File: config.mk
export PLATFORM = sky130hd
export DESIGN_NAME = mac_dot_sequencer_flat
export DESIGN_NICKNAME = d
export VERILOG_FILES = /design/src/rtl/mac_dot_if.sv /design/src/rtl/mac_dot_sequencer.sv /design/src/flat_wrapper.sv
export SDC_FILE = /design/constraint.sdc
export NUM_CORES = 1
export LEC_CHECK = 0
export BUFFER_PORTS_ARGS = -buffer_cell sky130_fd_sc_hd__buf_4
export CAP_MARGIN = 20
export CORE_ASPECT_RATIO = 0.75
export CORE_UTILIZATION = 61
export CTS_CLUSTER_SIZE = 40
export DETAILED_ROUTE_END_ITERATION = 6
export PLACE_DENSITY = 0.81
export SKIP_CTS_REPAIR_TIMING = 1
export SYNTH_ARGS = -nofsm -noshare
export SYNTH_HDL_FRONTEND = slang
export SYNTH_SLANG_ARGS = --single-unit
File: constraint.sdc
create_clock -name clk -period 5 [get_ports clk]
set_input_delay 0.25 -clock clk [delete_from_list [all_inputs] [get_ports clk]]
set_output_delay 0.25 -clock clk [all_outputs]
set_load 0.02 [all_outputs]
File: src/rtl/mac_dot_if.sv
// Operand/result stream bundle for the dot-product sequencer.
// The master side is the operand source and result consumer; the sequencer is the slave.
interface mac_dot_if #(
  parameter int LEN_W  = 4,
  parameter int DATA_W = 8
);
  logic                  start;
  logic [LEN_W-1:0]      len;
  logic                  in_valid;
  logic                  in_ready;
  logic [DATA_W-1:0]     a;
  logic [DATA_W-1:0]     b;
  logic                  res_valid;
  logic                  res_ready;
  logic [2*DATA_W-1:0]   result;
  logic                  ovf;
  logic                  busy;

  modport master (
    output start, len, in_valid, a, b, res_ready,
    input  in_ready, res_valid, result, ovf, busy
  );

  modport slave (
    input  start, len, in_valid, a, b, res_ready,
    output in_ready, res_valid, result, ovf, busy
  );
endinterface

File: src/rtl/mac_dot_sequencer.sv
// Start/length/done sequencer around an 8x8 multiply, 16-bit accumulate datapath.
// Operand pairs stream in one per cycle; the wrapped sum and a sticky carry flag come out.
module mac_dot_sequencer #(
  parameter int LEN_W = 4
) (
  input  logic      clk,
  input  logic      rst,
  mac_dot_if.slave  bus
);
  localparam int DATA_W = 8;
  localparam int ACC_W  = 16;

  typedef enum logic [1:0] {
    S_IDLE  = 2'd0,
    S_RUN   = 2'd1,
    S_DRAIN = 2'd2,
    S_DONE  = 2'd3
  } state_t;

  state_t state_q, state_d;

  logic [LEN_W-1:0]  len_r;
  logic [LEN_W-1:0]  cnt_r;
  logic              in_ready;
  logic              hs;
  logic              last_hs;
  logic              start_acc;

  logic [DATA_W-1:0] a_p1;
  logic [DATA_W-1:0] b_p1;
  logic              vld_p1;

  logic [ACC_W-1:0]  acc_p2;
  logic              ovf_p2;
  logic [ACC_W:0]    sum_p1;

  // Full-width product added to the accumulator; bit ACC_W is the carry out.
  function automatic logic [ACC_W:0] acc_add(
    input logic [ACC_W-1:0]  acc,
    input logic [DATA_W-1:0] x,
    input logic [DATA_W-1:0] y
  );
    logic [ACC_W-1:0] prod;
    prod = {{(ACC_W-DATA_W){1'b0}}, x} * {{(ACC_W-DATA_W){1'b0}}, y};
    return {1'b0, acc} + {1'b0, prod};
  endfunction

  assign hs      = bus.in_valid & in_ready;
  // Counter is compared one bit wider so len = 2^LEN_W-1 never aliases to zero.
  assign last_hs = (({1'b0, cnt_r} + (LEN_W+1)'(1)) == {1'b0, len_r});
  assign sum_p1  = acc_add(acc_p2, a_p1, b_p1);

  always_ff @(posedge clk or posedge rst) begin
    if (rst) begin
      state_q <= S_IDLE;
    end else begin
      state_q <= state_d;
    end
  end

  always_comb begin
    state_d   = state_q;
    in_ready  = 1'b0;
    start_acc = 1'b0;
    case (state_q)
      S_IDLE: begin
        if (bus.start) begin
          start_acc = 1'b1;
          state_d   = (bus.len == '0) ? S_DONE : S_RUN;
        end
      end
      S_RUN: begin
        in_ready = 1'b1;
        if (hs && last_hs) begin
          state_d = S_DRAIN;
        end
      end
      S_DRAIN: begin
        state_d = S_DONE;
      end
      S_DONE: begin
        if (bus.res_ready) begin
          state_d = S_IDLE;
        end
      end
      default: begin
        state_d = S_IDLE;
      end
    endcase
  end

  // Stage p0 -> p1: operand capture on handshake, pair counting.
  always_ff @(posedge clk or posedge rst) begin
    if (rst) begin
      len_r  <= '0;
      cnt_r  <= '0;
      vld_p1 <= 1'b0;
      a_p1   <= '0;
      b_p1   <= '0;
    end else if (start_acc) begin
      len_r  <= bus.len;
      cnt_r  <= '0;
      vld_p1 <= 1'b0;
    end else begin
      vld_p1 <= hs;
      if (hs) begin
        a_p1  <= bus.a;
        b_p1  <= bus.b;
        cnt_r <= cnt_r + LEN_W'(1);
      end
    end
  end

  // Stage p1 -> p2: multiply-accumulate; the accumulator doubles as the result register.
  always_ff @(posedge clk or posedge rst) begin
    if (rst) begin
      acc_p2 <= '0;
      ovf_p2 <= 1'b0;
    end else if (start_acc) begin
      acc_p2 <= '0;
      ovf_p2 <= 1'b0;
    end else if (vld_p1) begin
      acc_p2 <= sum_p1[ACC_W-1:0];
      ovf_p2 <= ovf_p2 | sum_p1[ACC_W];
    end
  end

  assign bus.in_ready  = in_ready;
  assign bus.res_valid = (state_q == S_DONE);
  assign bus.result    = acc_p2;
  assign bus.ovf       = ovf_p2;
  assign bus.busy      = (state_q != S_IDLE);

endmodule
File: src/flat_wrapper.sv
// flat-port wrapper written by rule: the top's interface ports become plain ports
module mac_dot_sequencer_flat 
#(
  parameter int LEN_W = 4
)
  (clk, rst, bus_start, bus_len, bus_in_valid, bus_a, bus_b, bus_res_ready, bus_in_ready, bus_res_valid, bus_result, bus_ovf, bus_busy);
  mac_dot_if #(.LEN_W(LEN_W)) bus_i ();
  input  logic clk;
  input  logic rst;
  input wire logic [$bits(bus_i.start)-1:0] bus_start;
  input wire logic [$bits(bus_i.len)-1:0] bus_len;
  input wire logic [$bits(bus_i.in_valid)-1:0] bus_in_valid;
  input wire logic [$bits(bus_i.a)-1:0] bus_a;
  input wire logic [$bits(bus_i.b)-1:0] bus_b;
  input wire logic [$bits(bus_i.res_ready)-1:0] bus_res_ready;
  output wire logic [$bits(bus_i.in_ready)-1:0] bus_in_ready;
  output wire logic [$bits(bus_i.res_valid)-1:0] bus_res_valid;
  output wire logic [$bits(bus_i.result)-1:0] bus_result;
  output wire logic [$bits(bus_i.ovf)-1:0] bus_ovf;
  output wire logic [$bits(bus_i.busy)-1:0] bus_busy;
  assign bus_i.start = bus_start;
  assign bus_i.len = bus_len;
  assign bus_i.in_valid = bus_in_valid;
  assign bus_i.a = bus_a;
  assign bus_i.b = bus_b;
  assign bus_i.res_ready = bus_res_ready;
  assign bus_in_ready = bus_i.in_ready;
  assign bus_res_valid = bus_i.res_valid;
  assign bus_result = bus_i.result;
  assign bus_ovf = bus_i.ovf;
  assign bus_busy = bus_i.busy;
  mac_dot_sequencer #(.LEN_W(LEN_W)) u_core (.clk(clk), .rst(rst), .bus(bus_i));
endmodule
==> results of run 1 <==
## through the flow
stage,instance area (sq um),hold slack (ns),worst slack (ns),cells,util (%)
2_1_floorplan,4470,0.355,0.757,475,-
3_3_place_gp,4890,0.429,0.502,607,70.3
3_5_place_dp,4890,0.440,0.418,607,70.3
4_1_cts,4990,0.0836,0.399,615,71.6
5_1_grt,4990,0.119,0.0921,615,71.6
6_report,4990,0.0605,0.392,615,71.6
## sequential cells by signal (all words and copies together) (netlist names)
signal,flops
u_core.cnt_r,4
u_core.a_p1,8
u_core.state_q,2
u_core.len_r,4
u_core.vld_p1,1
u_core.b_p1,8
u_core.bus.result,16
u_core.bus.ovf,1
## placed cells by master, fill, tap and decap left out, types with 2 or more instances in the layout
cell type  count
a211oi_1       3
a21o_1         3
a21oi_1       14
a31oi_1        3
and2_1        36
and3_2         2
buf_4         46
clkbuf_8       5
dfrtp_1       44
fa_1          51
ha_1          42
inv_1        104
inv_6          2
mux2_2        16
mux2i_1       12
nand2_1       51
nand3_1       12
nand4_1        4
nor2_1        19
nor3_1         3
o211ai_1       3
o21ai_0        5
o221ai_1       3
or3_1          5
xnor2_1        7
xor2_1         5
## cell type report
type,instances,area (sq um)
Multi-Input combinational cell,314,2930
Fill cell,550,1980
Sequential cell,44,1100
Inverter,105,394
Timing Repair Buffer,46,345
Tap cell,98,123
Clock buffer,5,68.8
Clock inverter,3,25.0
## worst register-to-register path, stage by stage, from the launching register on
cell      delay, ns
dfrtp_1        0.49
nand2_1        0.12
fa_1           0.51
fa_1           0.54
inv_1          0.05
fa_1           0.53
inv_1          0.05
fa_1           0.53
inv_1          0.04
ha_1           0.34
a21o_1         0.21
a31o_2         0.24
o211ai_1       0.47
a2111o_1       0.23
o221ai_1       0.10
## routing by layer
metal  up-vias  wire length, um
met5         -                0
met2       121             4680
li1       1571                -
met4         0              204
met1      1695             3970
met3        18              553
## synth_stat cells, types with 2 or more instances
| cell | count | area (sq um) |
|---|---|---|
| a21o_1 | 3 | 22.5 |
| nand2_1 | 51 | 191 |
| nor3_1 | 3 | 15.0 |
| and2_1 | 36 | 225 |
| mux2i_1 | 12 | 120 |
| nand4_1 | 4 | 25.0 |
| o21ai_0 | 5 | 25.0 |
| or3_1 | 5 | 31.3 |
| ha_1 | 42 | 526 |
| a21oi_1 | 14 | 70.1 |
| o211ai_1 | 3 | 22.5 |
| xor2_1 | 5 | 43.8 |
| o221ai_1 | 3 | 26.3 |
| clkbuf_1 | 9 | 33.8 |
| inv_1 | 105 | 394 |
| and3_2 | 2 | 15.0 |
| a31oi_1 | 3 | 18.8 |
| buf_1 | 2 | 7.51 |
| nand3_1 | 12 | 60.1 |
| dfrtp_1 | 44 | 1100 |
| xnor2_1 | 7 | 61.3 |
| mux2_2 | 16 | 180 |
| fa_1 | 51 | 1020 |
| a211oi_1 | 3 | 22.5 |
| nor2_1 | 19 | 71.3 |
## cells by family after synthesis
logic type / Yosys count / share of synthesized area [%]
muxes: 28 / 6.72
buffers and inverters: 117 / 9.85
adders and majority gates: 93 / 34.6
DFF: 44 / 24.6
AOI/OAI and AO/OA: 45 / 7.03
and+or+nand+nor: 136 / 14.8
xor gates and xnor gates: 12 / 2.35
## how the worst max path moves through the flow
stage	start	end
2_1_floorplan	u_core.b_p1[1]	u_core.bus.result[13]
3_3_place_gp	u_core.b_p1[7]	u_core.bus.result[14]
3_5_place_dp	u_core.b_p1[7]	u_core.bus.result[14]
4_1_cts	u_core.b_p1[7]	u_core.bus.result[14]
5_1_grt	u_core.a_p1[5]	u_core.bus.result[14]
6_report	u_core.b_p1[7]	u_core.bus.result[14]
==> summary.txt, run 1 <==
Floorplan
  – DIE AREA: about 7700 sq um
  – Core footprint: roughly 7000 sq um
  – Io pins: 45
  – Rows: 26
  – Vert. Die Dim: between 70 and 80 um
  – Die Wd: slightly above 100 um
  – Initial Util: ~64%

Timing
  – Final Max Slew Viols: 0
  – Setup TNS Final: 0 ns
  – Worst rel slew slack: 39.5%
  – Minimum clock period: about 4.6 ns
  – Setup Skew: just under 0.01 ns
  – Hold Fails Final Rpt: 0
  – Fmax achieved: approximately 220 MHz
  – Least-Margin Pin Slew: 0.908 ns
  – Setup violations, final: 0
  – RSZ-0062 raised after global routing: false
  – Fin crit share: 92.2%

Routing
  – Pre-antenna DRT Iters: 4
  – Number of routed nets with antenna violations: 0
  – 1st-iter DRT viols: 136
  – Via count: approximately 3.4k
  – Routed wire length: 9.41 mm
  – WL/cell: 15.3 um
  – Via density: between 5 and 6
  – Drt drc: 0

Clocking
  – Clock-pin transition on the worst setup and hold timing paths: 0.10 ns
  – CTS H-tree lvls: 2
  – CTS tree: yes
  – Worst skew pair latency: 0.32 ns
  – CTS Sinks: between 40 and 50
  – Clk root buf: clkbuf_8
  – Cts bufs inserted: 5
  – Max clock buf depth: 2

Setup path
  – CP startpoint kind: register
  – Crit Path Max Fanout: 9
  – Capturing point of the worst reg2reg path: u_core.bus.result[14]
  – Crit Path Class: reg2reg
  – CP Buf/Inv Count: 3
  – Delay-heaviest family, CP: adder cells
  – Most used cell along the critical path: fa_1
  – CP Depth: 14
  – Worst Path Arrival: 4.77 ns
  – FF-to-FF Start: u_core.b_p1[7]
  – CP max stage delay: between 0.5 and 0.6 ns
  – CP cell instances: nand2_1 -> fa_1 -> fa_1 -> inv_1 -> fa_1 -> inv_1 -> fa_1 -> inv_1 -> ha_1 -> a21o_1 -> a31o_2 -> o211ai_1 -> a2111o_1 -> o221ai_1
  – Slowest-stage cell, CP: fa_1
  – R2R Setup Slk: 0.39 ns
  – CP Capture Type: register
  – Worst EP required: ~5.2 ns
  – R2R cell count: 14

Yosys
  – Asr flop ratio synth: 100%
  – Post-synth EDFFs: 0
  – Seq/Total Area, Yosys: between 20% and 30%
  – Number of synthesized register bits: 44
  – Mapped cell area: ~4500 sq um
  – Syn_area_per_cell: 9.41 sq um
  – Synth Net Count: 593
  – Netlist cell types: 41
  – Synth warn: 0
  – Prevailing post-synth register cell: dfrtp_1
  – Syn Inst Count: between 400 and 500

GRT
  – Met2 Resource Use GR: between 40% and 50%
  – Initial antenna violation count: 0
  – Met3 GRT Util: under 10%
  – GRT overflow: 0
  – M1 GR Usage: about a third
  – First-pass GRT wire length: 15.7 mm
  – All-Layer GR Usage: a little over a quarter
  – Top Usage Layer GRT: met2
  – Largest net degree at the start of global routing: 45
  – Number of global-route vias before repair: 3398

Status
  – Outcome: finished, final reports clean

Place
  – GP Congestion: around 0.85
  – Post-DP HPWL: about 7.5 mm
  – Port Buffers: 44

Layout
  – ANT cells: 0
  – # nets final: about 630
  – Share of cells above drive strength 1: 15.1%
  – Synthesis-to-layout area growth: 11.5%

Run
  – Max-cap viol count: 0

Worst hold path
  – Hold/Removal Path Class: in2async
Power of run 1 is not shown: default switching activity piles up to over one toggle a cycle in this logic, so the estimate is an artifact.
==> run 2, diff against run 1 <==
--- a/config.mk
+++ b/config.mk
@@ -5,6 +5,7 @@
 export SDC_FILE = /design/constraint.sdc
 export NUM_CORES = 1
 export LEC_CHECK = 0
+export ABC_AREA = 1
 export BUFFER_PORTS_ARGS = -buffer_cell sky130_fd_sc_hd__buf_4
 export CAP_MARGIN = 20
 export CORE_ASPECT_RATIO = 0.75
==> run 2 against run 1 <==
Against the previous run:
- global-route usage up 1.1 points
- maximum frequency grew 8.2%
- clock skew is 0.0046 ns lower
- via count increased by 13%
- area after synthesis rose by 4.6%
- critical endpoint is now u_core.bus.result[12]
- worst hold slack better by 0.017 ns
- count of clock-buffer cells in the layout rose by 1
- sequential cell count stayed put
- wire length rose by 7.7%
- die area grew 4.5%
==> summary.txt, run 2 <==
Status
  – Outcome: finished, final reports clean

Clocking
  – Max clock buf depth: 2
  – Clk root buf: clkbuf_8
  – CTS H-tree lvls: 2
  – Cts bufs inserted: 5
  – CTS tree: yes
  – Worst skew pair latency: between 0.3 and 0.4 ns
  – Clock-pin transition on the worst setup and hold timing paths: approximately 0.09 ns
  – CTS Sinks: 44

Yosys
  – Seq/Total Area, Yosys: 23.6%
  – Synth warn: 0
  – Mapped cell area: 4670 sq um
  – Syn Inst Count: 616
  – Post-synth EDFFs: 0
  – Asr flop ratio synth: 100%
  – Netlist cell types: 36
  – Prevailing post-synth register cell: dfrtp_1
  – Synth top cells by count: 194 x nand2_1, 162 x inv_1, 51 x fa_1, 44 x dfrtp_1, 42 x ha_1
  – Synth Net Count: approximately 730
  – Cell taking the most area after synthesis: dfrtp_1
  – Yosys top cell area share: a little under a quarter
  – Synth area leaders: dfrtp_1 24%, fa_1 22%, nand2_1 16%
  – Syn_area_per_cell: around 7.6 sq um
  – Most numerous cell in the Yosys netlist: nand2_1
  – Number of synthesized register bits: 44

Timing
  – Setup TNS Final: 0 ns
  – Setup Skew: around 0.005 ns
  – Worst rel slew slack: between 50% and 60%
  – Setup violations, final: 0
  – Hold Fails Final Rpt: 0
  – Fmax achieved: between 200 and 250 MHz
  – Least-Margin Pin Slew: about 0.61 ns
  – Fin crit share: approximately 85%
  – Final Max Slew Viols: 0
  – RSZ-0062 raised after global routing: false
  – Minimum clock period: ~4.3 ns

Floorplan
  – Io pins: 45
  – Die Wd: between 100 and 150 um
  – Core footprint: 7360 sq um
  – Vert. Die Dim: ~78 um
  – DIE AREA: about 8000 sq um
  – Rows: 27
  – Initial Util: about 63%

GRT
  – First-pass GRT wire length: roughly 17 mm
  – Largest net degree at the start of global routing: 45
  – All-Layer GR Usage: 27.8%
  – Initial antenna violation count: 0
  – Number of global-route vias before repair: around 3.7k
  – GRT overflow: 0

Place
  – Port Buffers: 44
  – GP Congestion: approximately 0.9
  – Post-DP HPWL: roughly 8.4 mm

Routing
  – Wire length on met2: between 4 and 5 mm
  – Routed wl met3: between 800 and 900 um
  – Via count: ~3.8k
  – Via density: 5.11
  – 1st-iter DRT viols: about 300
  – WL/cell: ~13 um
  – Max Used Layer: met4
  – Number of routed nets with antenna violations: 0
  – Drt drc: 0
  – Routed wire length: 10.1 mm
  – Pre-antenna DRT Iters: 5
  – Routed met1 length: between 4 and 5 mm

Setup path
  – R2R cell count: 15
  – Crit Path Max Fanout: 9
  – CP Capture Type: register
  – CP cell instances: nand2_1 -> fa_1 -> fa_1 -> inv_1 -> fa_1 -> inv_1 -> fa_1 -> inv_1 -> ha_1 -> a21oi_1 -> o21ai_0 -> nand2_1 -> nand4_1 -> nand3_1 -> nand2_1
  – CP max stage delay: roughly 0.55 ns
  – R2R Setup Slk: between 0.7 and 0.8 ns
  – Crit Path Class: reg2reg
  – Slowest-stage cell, CP: dfrtp_1
  – FF-to-FF Start: u_core.a_p1[0]
  – Crit path from: u_core.a_p1[0]
  – Most used cell along the critical path: fa_1
  – Delay-heaviest family, CP: adder cells
  – CP Buf/Inv Count: 3
  – CP startpoint kind: register
  – Worst Path Arrival: 4.47 ns
  – Capturing point of the worst reg2reg path: u_core.bus.result[12]
  – Worst EP required: 5.21 ns

Layout
  – # nets final: 767
  – Max FFs per register: 16
  – Fillers: 624
  – Share of cells above drive strength 1: 11.4%
  – Leading cell type in the layout, fill and taps excluded: nand2_1
  – Most frequent cells in the layout: 194 x nand2_1, 161 x inv_1, 51 x fa_1
  – Synthesis-to-layout area growth: 10.5%
  – ANT cells: 0

Run
  – Max-cap viol count: 0

Worst hold path
  – Hold/Removal Path Class: in2async
==> run 2: cell types whose count changed after synthesis, sizes merged, moves of 4 or more <==
| cell | previous run | this run |
|---|---|---|
| a211oi | 4 | 0 |
| or3 | 5 | 0 |
| mux2i | 12 | 0 |
| xnor2 | 7 | 3 |
| nand2 | 51 | 199 |
| mux2 | 16 | 1 |
| inv | 105 | 165 |
| clkbuf | 9 | 17 |
| o21ai | 5 | 17 |
| o22ai | 0 | 4 |
| xor2 | 5 | 0 |
| nand3 | 12 | 21 |
| and2 | 36 | 2 |
==> run 2: worst max path at each step <==
stage | to | slack, ns | cells past startpoint
global route | u_core.bus.result[12] | 0.54 | 16
detailed placement | u_core.bus.ovf | 0.77 | 16
global placement | u_core.bus.ovf | 0.87 | 16
floorplan | u_core.bus.ovf | 1.04 | 19
CTS | u_core.bus.ovf | 0.73 | 16
finish | u_core.bus.result[12] | 0.74 | 15
==> run 2: layout make-up <==
type	count	area [sq um]	area share (%)
Clock buffer	6	82.6	1.60
Clock inverter	2	38.8	0.751
Inverter	166	623	12.1
Multi-Input combinational cell	386	2850	55.2
Sequential cell	44	1100	21.3
Tap cell	101	126	2.45
Timing Repair Buffer	46	345	6.68
==> run 2: worst reg2reg max path, delay by kind of cell, from the launching register on <==
family	cells	cell delay, ns
and+or+nand+nor	5	0.56
DFF	1	0.55
buffers and inverters	3	0.15
adders and majority gates	5	2.48
AOI/OAI and AO/OA	2	0.43
==> run 2: logic make-up (layout without fill, tap and decap cells) <==
group           Yosys count  after routing  synth area share, %
mux                       1              1                0.241
simple gates            246            246                 21.9
fa+ha+maj                93             93                 33.1
compound gates           43             43                 5.17
flops                    44             44                 23.6
buf+inv                 186            220                 15.5
xor+xnor                  3              3                0.562
==> run 2: per-stage QoR <==
stage / area, sq um / hold slack (ns) / worst slack (ns) / utilization, % / instances
after floorplan: 4670 / 0.360 / 1.04 / - / 616
after global placement: 5050 / 0.436 / 0.865 / 68.5 / 743
after detailed placement: 5050 / 0.441 / 0.772 / 68.5 / 743
after CTS: 5170 / 0.102 / 0.733 / 70.2 / 751
after global routing: 5170 / 0.129 / 0.539 / 70.2 / 751
final: 5170 / 0.0774 / 0.740 / 70.2 / 751
==> run 2: per-layer routing <==
| metal | up-vias | GRT usage (%) |
|---|---|---|
| met5 | - | 0 |
| met4 | 0 | 8.87 |
| met3 | 12 | 4.14 |
| met2 | 150 | 43.3 |
| met1 | 1822 | 39.9 |
| li1 | 1856 | - |
Power of run 2 is left out for the same reason.
==> run 3, diff against run 2 <==
--- a/config.mk
+++ b/config.mk
@@ -13,6 +13,7 @@
 export CTS_CLUSTER_SIZE = 40
 export DETAILED_ROUTE_END_ITERATION = 6
 export PLACE_DENSITY = 0.81
+export RECOVER_POWER = 25
 export SKIP_CTS_REPAIR_TIMING = 1
 export SYNTH_ARGS = -nofsm -noshare
 export SYNTH_HDL_FRONTEND = slang
==> run 3 against run 2 <==
Against the previous run:
- the flow now finishes with violations (capacitance limit, slew limit)
- final area about the same
- critical path depth unchanged
- count of clock-buffer cells in the layout unchanged
- die area unchanged
- wire length up 0.46%
- register-to-register slack worse by 0.02 ns
- worst hold slack better by 0.056 ns
- maximum frequency down 0.37%
- via count up 0.76%
==> summary.txt, run 3 (same netlist as run 2, synthesis figures left out) <==
Layout
  – Most frequent cells in the layout: 194 x nand2_1, 161 x inv_1, 51 x fa_1
  – Share of cells above drive strength 1: 11.2%
  – Synthesis-to-layout area growth: 10.5%
  – Max FFs per register: 16
  – # nets final: about 770
  – Final instance area: 5160 sq um
  – Core Util, Final: between 70% and 80%
  – ANT cells: 0
  – Leading cell type in the layout, fill and taps excluded: nand2_1

Place
  – Port Buffers: 44
  – GP Congestion: about 0.90
  – Post-DP HPWL: around 8.4 mm
  – Placed cell area: approximately 5000 sq um

Floorplan
  – Io pins: 45
  – Initial Util: between 60% and 70%
  – Rows: 27
  – Vert. Die Dim: roughly 78 um
  – Core footprint: approximately 7400 sq um
  – Die Wd: between 100 and 150 um
  – DIE AREA: roughly 8000 sq um

Routing
  – Number of routed nets with antenna violations: 0
  – Pre-antenna DRT Iters: 5
  – Drt drc: 0
  – Routed wire length: 10.2 mm
  – WL/cell: roughly 14 um
  – Via count: 3869
  – Via density: ~5.2
  – 1st-iter DRT viols: about 400

Worst hold path
  – Hold_sp: bus_a[2]
  – Hold Path Sink: u_core.a_p1[2]
  – Hold path depth: 3
  – Hold/Removal Path Class: in2reg

Setup path
  – CP Capture Type: register
  – Worst EP required: 5.21 ns
  – Worst Path Arrival: between 4 and 5 ns
  – R2R cell count: 15
  – CP max stage delay: about 0.55 ns
  – Capturing point of the worst reg2reg path: u_core.bus.result[12]
  – R2R Setup Slk: 0.72 ns
  – FF-to-FF Start: u_core.a_p1[0]
  – CP cell instances: nand2_1 -> fa_1 -> fa_1 -> inv_1 -> fa_1 -> inv_1 -> fa_1 -> inv_1 -> ha_1 -> a21oi_1 -> o21ai_0 -> nand2_1 -> nand4_1 -> nand3_1 -> nand2_1
  – CP startpoint kind: register
  – Crit Path Max Fanout: 9
  – Slowest-stage cell, CP: dfrtp_1
  – Crit Path Class: reg2reg
  – Most used cell along the critical path: fa_1

Clocking
  – Clk root buf: clkbuf_8
  – CTS Sinks: 44
  – CTS tree: yes
  – Worst skew pair latency: 0.31 ns
  – Clock-pin transition on the worst setup and hold timing paths: ~0.090 ns
  – CTS H-tree lvls: 2
  – Max clock buf depth: 2
  – Cts bufs inserted: 5

Timing
  – Fmax achieved: approximately 230 MHz
  – Setup violations, final: 0
  – Fin crit share: 85.5%
  – Worst rel slew slack: -68.9%
  – RSZ-0062 raised after global routing: false
  – Hold Fails Final Rpt: 0
  – Setup TNS Final: 0 ns
  – Final Max Slew Viols: 45
  – Minimum clock period: 4.28 ns
  – Least-Margin Pin Slew: about 2.5 ns
  – Setup Skew: 0.00440 ns

GRT
  – Largest net degree at the start of global routing: 45
  – Initial antenna violation count: 0
  – First-pass GRT wire length: between 15 and 20 mm
  – GRT overflow: 0
  – All-Layer GR Usage: between 20% and 30%
  – Number of global-route vias before repair: approximately 3.7k

Status
  – Outcome: finished with violations
  – Failing checks: capacitance limit, slew limit

Run
  – Max-cap viol count: 1
==> run 3: cell count changes in the layout (fill, tap and decap cells not counted), sizes merged <==
| cell | delta |
|---|---|
| clkbuf | +2 |
| buf | -2 |
==> run 3: final cells by class <==
| type | count | area, sq um |
|---|---|---|
| tap | 101 | 126 |
| fill | 626 | 2200 |
| clock buffer | 6 | 82.6 |
| clock inverter | 2 | 38.8 |
| sequential | 44 | 1100 |
| inverter | 166 | 623 |
| timing repair buffer | 46 | 342 |
| multi-input combinational | 386 | 2850 |
==> run 3: per-layer routing <==
metal	vias to the layer above	global-route usage, %	routed length, um
li1	1855	-	-
met1	1829	39.9	4450
met2	171	43.3	4820
met3	14	4.14	760
met4	0	8.87	155
met5	-	0	0
==> run 3: how the worst max path moves through the flow <==
| stage | slack [ns] | cells after the start | end | start |
|---|---|---|---|---|
| 3_5_place_dp | 0.77 | 16 | u_core.bus.ovf | u_core.a_p1[0] |
| 5_1_grt | 0.54 | 16 | u_core.bus.result[12] | u_core.a_p1[1] |
| 4_1_cts | 0.73 | 16 | u_core.bus.ovf | u_core.a_p1[0] |
| 2_1_floorplan | 1.04 | 19 | u_core.bus.ovf | u_core.b_p1[7] |
| 3_3_place_gp | 0.87 | 16 | u_core.bus.ovf | u_core.a_p1[0] |
| 6_report | 0.72 | 15 | u_core.bus.result[12] | u_core.a_p1[0] |
==> run 3: through the flow <==
stage	hold WS, ns	setup WS [ns]	instances
global route	0.132	0.539	751
global placement	0.436	0.865	743
detailed placement	0.441	0.772	743
CTS	0.102	0.733	751
finish	0.133	0.724	751
floorplan	0.360	1.04	616
==> run 3: worst max-delay path, delay by kind of cell (launching register included) <==
| kind | cells | cell delay [ns] |
|---|---|---|
| AO/OA/AOI/OAI | 2 | 0.43 |
| adder cells (fa/ha/maj) | 5 | 2.47 |
| buffers and inverters | 3 | 0.15 |
| flip-flops | 1 | 0.55 |
| AND/OR/NAND/NOR | 5 | 0.56 |
Power of run 3 is left out for the same reason.
